`config.mk`:
```
export PLATFORM = sky130hd
export DESIGN_NAME = sordm5_keyboard
export DESIGN_NICKNAME = d
export VERILOG_FILES = /design/src/rtl/sordm5_keyboard.sv
export SDC_FILE = /design/constraint.sdc
export NUM_CORES = 1
export LEC_CHECK = 0
export CAP_MARGIN = 10
export CORE_MARGIN = 2
export CORE_UTILIZATION = 45
export DETAILED_ROUTE_END_ITERATION = 6
export GPL_TIMING_DRIVEN = 0
export HOLD_SLACK_MARGIN = 0.1
export SLEW_MARGIN = 25
export SYNTH_ARGS = -nofsm -noshare
export SYNTH_HDL_FRONTEND = slang
export SYNTH_SLANG_ARGS = --single-unit
```
`constraint.sdc`:
```
create_clock -name clk_i -period 4 [get_ports clk_i]
set_input_delay 0.4 -clock clk_i [delete_from_list [all_inputs] [get_ports clk_i]]
set_output_delay 0.4 -clock clk_i [all_outputs]
set_load 0.005 [all_outputs]
```
`src/rtl/sordm5_keyboard.sv`:
```
// ---------------------------------------------------------------------------
// sordm5_keyboard
// Turns MiST ps2_key edge events into the Sord M5 7x8 keyboard matrix that the
// console core samples on ports 0x30..0x36. Pressed/released state is held per
// matrix position, because ps2_key only reports edges.
//
// Pipeline: S0 capture on toggle change -> S1 ROM lookup -> S2 matrix update.
// Outputs are registered from the matrix one cycle after S2.
//
// Ports
//   clk_i        system clock (clk_sys)
//   reset_n_i    synchronous active-low reset
//   ps2_key_i    [10] toggle, [9] pressed, [8] extended, [7:0] scancode
//   clear_i      synchronous release-all (download / OSD reset)
//   row_sel_i    matrix row being read by the core
//   row_o        selected row, 1 = pressed (registered)
//   reset_key_o  high while F12 is held
//   any_key_o    OR of all matrix bits (registered)
// ---------------------------------------------------------------------------
module sordm5_keyboard #(
   parameter int ROWS = 7
) (
   input  logic        clk_i,
   input  logic        reset_n_i,
   input  logic [10:0] ps2_key_i,
   input  logic        clear_i,
   input  logic [2:0]  row_sel_i,
   output logic [7:0]  row_o,
   output logic        reset_key_o,
   output logic        any_key_o
);

   localparam logic [3:0] ROWS_W = 4'(ROWS);

   // S0
   logic       last_tgl_q, last_tgl_d;
   logic       ev_v_q, ev_v_d;
   logic [9:0] ev_q, ev_d;            // {pressed, ext, code}

   // S1
   logic       lk_v_q, lk_v_d;
   logic       lk_pressed_q, lk_pressed_d;
   logic       lk_valid_q, lk_valid_d;
   logic [2:0] lk_row_q, lk_row_d;
   logic [2:0] lk_col_q, lk_col_d;
   logic       lk_f12_q, lk_f12_d;

   // S2 / outputs
   logic [ROWS-1:0][7:0] mat_q, mat_d;
   logic                 reset_key_q, reset_key_d;
   logic [7:0]           row_q, row_d;
   logic                 any_key_q, any_key_d;

   // ROM result {valid, row, col}
   logic [6:0] rom;
   logic       rom_f12;

   always_comb begin
      rom     = 7'h00;
      rom_f12 = 1'b0;
      case (ev_q[8:0])
         // row 0: modifiers, space, return
         9'h014, 9'h114: rom = {1'b1, 3'd0, 3'd0};
         9'h011, 9'h111: rom = {1'b1, 3'd0, 3'd1};
         9'h012:         rom = {1'b1, 3'd0, 3'd2};
         9'h059:         rom = {1'b1, 3'd0, 3'd3};
         9'h029:         rom = {1'b1, 3'd0, 3'd6};
         9'h05A, 9'h15A: rom = {1'b1, 3'd0, 3'd7};
         // row 1: 1..8
         9'h016: rom = {1'b1, 3'd1, 3'd0};
         9'h01E: rom = {1'b1, 3'd1, 3'd1};
         9'h026: rom = {1'b1, 3'd1, 3'd2};
         9'h025: rom = {1'b1, 3'd1, 3'd3};
         9'h02E: rom = {1'b1, 3'd1, 3'd4};
         9'h036: rom = {1'b1, 3'd1, 3'd5};
         9'h03D: rom = {1'b1, 3'd1, 3'd6};
         9'h03E: rom = {1'b1, 3'd1, 3'd7};
         // row 2: Q W E R T Y U I
         9'h015: rom = {1'b1, 3'd2, 3'd0};
         9'h01D: rom = {1'b1, 3'd2, 3'd1};
         9'h024: rom = {1'b1, 3'd2, 3'd2};
         9'h02D: rom = {1'b1, 3'd2, 3'd3};
         9'h02C: rom = {1'b1, 3'd2, 3'd4};
         9'h035: rom = {1'b1, 3'd2, 3'd5};
         9'h03C: rom = {1'b1, 3'd2, 3'd6};
         9'h043: rom = {1'b1, 3'd2, 3'd7};
         // row 3: A S D F G H J K
         9'h01C: rom = {1'b1, 3'd3, 3'd0};
         9'h01B: rom = {1'b1, 3'd3, 3'd1};
         9'h023: rom = {1'b1, 3'd3, 3'd2};
         9'h02B: rom = {1'b1, 3'd3, 3'd3};
         9'h034: rom = {1'b1, 3'd3, 3'd4};
         9'h033: rom = {1'b1, 3'd3, 3'd5};
         9'h03B: rom = {1'b1, 3'd3, 3'd6};
         9'h042: rom = {1'b1, 3'd3, 3'd7};
         // row 4: Z X C V B N M ,
         9'h01A: rom = {1'b1, 3'd4, 3'd0};
         9'h022: rom = {1'b1, 3'd4, 3'd1};
         9'h021: rom = {1'b1, 3'd4, 3'd2};
         9'h02A: rom = {1'b1, 3'd4, 3'd3};
         9'h032: rom = {1'b1, 3'd4, 3'd4};
         9'h031: rom = {1'b1, 3'd4, 3'd5};
         9'h03A: rom = {1'b1, 3'd4, 3'd6};
         9'h041: rom = {1'b1, 3'd4, 3'd7};
         // row 5: 9 0 - ^(=) yen(\) O P @([)
         9'h046: rom = {1'b1, 3'd5, 3'd0};
         9'h045: rom = {1'b1, 3'd5, 3'd1};
         9'h04E: rom = {1'b1, 3'd5, 3'd2};
         9'h055: rom = {1'b1, 3'd5, 3'd3};
         9'h05D: rom = {1'b1, 3'd5, 3'd4};
         9'h044: rom = {1'b1, 3'd5, 3'd5};
         9'h04D: rom = {1'b1, 3'd5, 3'd6};
         9'h054: rom = {1'b1, 3'd5, 3'd7};
         // row 6: L ; :(') ](]) . / _(`) ESC
         9'h04B: rom = {1'b1, 3'd6, 3'd0};
         9'h04C: rom = {1'b1, 3'd6, 3'd1};
         9'h052: rom = {1'b1, 3'd6, 3'd2};
         9'h05B: rom = {1'b1, 3'd6, 3'd3};
         9'h049: rom = {1'b1, 3'd6, 3'd4};
         9'h04A: rom = {1'b1, 3'd6, 3'd5};
         9'h00E: rom = {1'b1, 3'd6, 3'd6};
         9'h076: rom = {1'b1, 3'd6, 3'd7};
         9'h007: rom_f12 = 1'b1;
         default: rom = 7'h00;
      endcase
   end

   always_comb begin
      // S0: a toggle change is always consumed, even while clearing, so a
      // dropped event is never replayed afterwards.
      last_tgl_d = ps2_key_i[10];
      ev_d       = ev_q;
      if (ps2_key_i[10] != last_tgl_q)
         ev_d = ps2_key_i[9:0];
      ev_v_d     = (ps2_key_i[10] != last_tgl_q) && !clear_i;

      // S1
      lk_v_d       = ev_v_q && !clear_i;
      lk_pressed_d = ev_q[9];
      lk_valid_d   = rom[6];
      lk_row_d     = rom[5:3];
      lk_col_d     = rom[2:0];
      lk_f12_d     = rom_f12;

      // S2: clear beats a same-cycle update
      mat_d       = mat_q;
      reset_key_d = reset_key_q;
      if (clear_i) begin
         mat_d       = '0;
         reset_key_d = 1'b0;
      end else if (lk_v_q) begin
         if (lk_valid_q && ({1'b0, lk_row_q} < ROWS_W))
            mat_d[lk_row_q][lk_col_q] = lk_pressed_q;
         if (lk_f12_q)
            reset_key_d = lk_pressed_q;
      end

      // read side
      row_d     = ({1'b0, row_sel_i} < ROWS_W) ? mat_q[row_sel_i] : 8'h00;
      any_key_d = |mat_q;
   end

   always_ff @(posedge clk_i) begin
      if (!reset_n_i) begin
         last_tgl_q   <= ps2_key_i[10];
         ev_v_q       <= 1'b0;
         ev_q         <= '0;
         lk_v_q       <= 1'b0;
         lk_pressed_q <= 1'b0;
         lk_valid_q   <= 1'b0;
         lk_row_q     <= '0;
         lk_col_q     <= '0;
         lk_f12_q     <= 1'b0;
         mat_q        <= '0;
         reset_key_q  <= 1'b0;
         row_q        <= 8'h00;
         any_key_q    <= 1'b0;
      end else begin
         last_tgl_q   <= last_tgl_d;
         ev_v_q       <= ev_v_d;
         ev_q         <= ev_d;
         lk_v_q       <= lk_v_d;
         lk_pressed_q <= lk_pressed_d;
         lk_valid_q   <= lk_valid_d;
         lk_row_q     <= lk_row_d;
         lk_col_q     <= lk_col_d;
         lk_f12_q     <= lk_f12_d;
         mat_q        <= mat_d;
         reset_key_q  <= reset_key_d;
         row_q        <= row_d;
         any_key_q    <= any_key_d;
      end
   end

   assign row_o       = row_q;
   assign reset_key_o = reset_key_q;
   assign any_key_o   = any_key_q;

endmodule

```
==> out/metrics.cfg <==
[status]
outcome = finished clean

[sta]
rsz0062_at_grt = false
max_slew.worst_pin.slew_ps = 799
period_needed_ps = 2370
hold_violations = 0
relSlewSlack_pct = 46.3
finalSetupViolations = 0
report.final.slew_viol_count = 0
fin_tns_setup_ps = 0
fin_crit_sh_pct = 59.2
clock_skew_ps = 12.5
max_freq_mhz = 422

[cts]
cts_resized = 0
clkLatencyLatePin_ps = 360
ctsHtreeMaxLevel = 3
hold_buffers = 0
cts_root_buffer = clkbuf_8
numCtsBuffers = 9
cts.sink_count = 88
postCtsSetupBuffers = 0
cts_tree = yes
path_clk_slew_ps = 100
cts_buffer_depth = 2

[synthesis]
seq_area_frac_synth_pct = 35.9
synth_edf_count = 0
ys_types = 63
synth_cells = 633
ys.warnings.count = 0
avgSynthCellArea_um2 = 7.75
ys.flop_type = dfxtp_1
synth_nets = 650
ys_ff_latch = 88
synth-async-reset-ratio_pct = 0
synth_area_um2 = 4900

[global_routing]
grt_pass1_wl_um = 24800
grt_pass1_vias = 4580
grt_max_degree = 16
gr-total-overflow = 0
track_usage_pct = 27.7
antenna_found_initial = 0

[final_layout]
insertedDiodeCount = 0
final_common_cell = nand2_1
final_cell_count_no_fill = 812
fin_area_um2 = 5520
drive_above_1_share_pct = 8.63
mostFrequentLayoutCells = nand2_1, dfxtp_1, nor2_1
fin_nets = 684
syn2layout_area_growth_pct = 12.6

[flow_run]
max_cap_viol_count = 0

[worst_setup_path]
ff2ff_path_depth = 5
rr_startpoint = ev_q[0]
start_kind = flop
crit_fanout = 10
required_ps = 4220
cp.arrival_ps = 2590
r2r_slack_ps = 1630
r2r_end = lk_col_q[2]
crit_type = flop to flop
startpoint = ev_q[0]
worst_setup_path_end_kind = flop
critPathCapture = lk_col_q[2]

[drt]
vias = 4822
firstDrtPassIters = 5
ant_nets = 0
wirelength_um = 15700
post_drt_wl_per_cell_um = 19.3
dr.first_iter.drc_count = 383
drc = 0
viasPerCell = 5.94

[floorplanning]
start_util_pct = 45.6
fp.coreArea_um2 = 10700
ios = 27
dieHeight_um = 108
rows = 38
dieWidth_um = 108
dieArea_um2 = 11700

[place]
gp_congestion = 0.941
place_inst = 796
io_buffer_count = 23
dp_hpwl_um = 11700
placed_area_um2 = 5310

[worst_hold_path]
holdCritPathClass = flop to flop
hold_depth = 2

[power]
power_leakage_nw = 1.98
cellPowerDensity_nw_per_um2 = 327
ir_drop_uv = 185

[metrics by stage]
stage,utilization [%],hold slack (ps),worst slack [ps],power (W)
after floorplan,-,394,2380,0.00107
after global placement,49.4,406,1360,0.00115
after detailed placement,49.4,423,1370,0.00115
after CTS,51.4,437,1650,0.00181
after global routing,51.4,454,1560,0.00187
final,51.4,428,1630,0.00181
[worst min-delay path by stage]
stage                       from      to
after floorplan           ev_v_q  lk_v_q
after global placement    ev_v_q  lk_v_q
after detailed placement  ev_v_q  lk_v_q
after CTS                 ev_v_q  lk_v_q
after global routing      ev_v_q  lk_v_q
final                     ev_v_q  lk_v_q
[critical path, cell delays in order, from the launching register on]
cell,delay [ps]
dfxtp_1,480
buf_2,310
buf_1,460
nor4_1,120
a2111oi_0,690
a21oi_1,160
[routing by layer]
metal,GRT usage (%),wire length [um],vias up
met5,0,0,-
met2,47.0,7680,244
met1,33.9,6320,2217
met4,15.0,689,0
met3,3.86,989,52
li1,-,-,2309
[cells in the mapped netlist (6+ instances only)]
master    count  area [um2]
mux2i_1      45         450
mux4_2        8         180
nand3b_1      6        45.0
nor2b_1      10        62.6
a21oi_1      50         250
nand2b_1     10        62.6
nand4_1      14        87.6
o21ai_0      53         265
buf_2        18        90.1
clkbuf_1     29         109
nor4_1       18         113
nor3_1        8        40.0
nand2_1      99         372
dfxtp_1      88        1760
nor2_1       82         308
nand3_1      13        65.1
[flip-flops by register name, summed over array words and instances, names as in the netlist, 3 cells and up]
register	cells
mat_q	56
ev_q	10
row_o	8
lk_col_q	3
lk_row_q	3
[cell families (layout without fill, tap and decap cells)]
| group | Yosys count | after routing | synth area share [%] |
|---|---|---|---|
| XOR/XNOR | 3 | 3 | 0.536 |
| AND/OR/NAND/NOR | 289 | 289 | 28.6 |
| AO/OA/AOI/OAI | 140 | 140 | 16.8 |
| buffers and inverters | 60 | 99 | 5.28 |
| multiplexers | 53 | 53 | 12.9 |
| flip-flops | 88 | 88 | 35.9 |
[final cells by class]
cell class	instances	area (um2)
buffer	54	236
clock buffer	11	151
clock inverter	5	62.6
fill	1119	5220
inverter	6	22.5
multi-input combinational	485	2880
sequential	88	1760
tap	140	175
timing repair buffer	23	230
[report_power, final]
group	total, W	internal (W)	switching (W)
clock	0.000669	0.000328	0.000341
sequential	0.000900	0.000887	0.0000132
combinational	0.000236	0.0000757	0.000160
total	0.00181	0.00129	0.000515
Note: power is estimated with default switching activity, not from simulation.
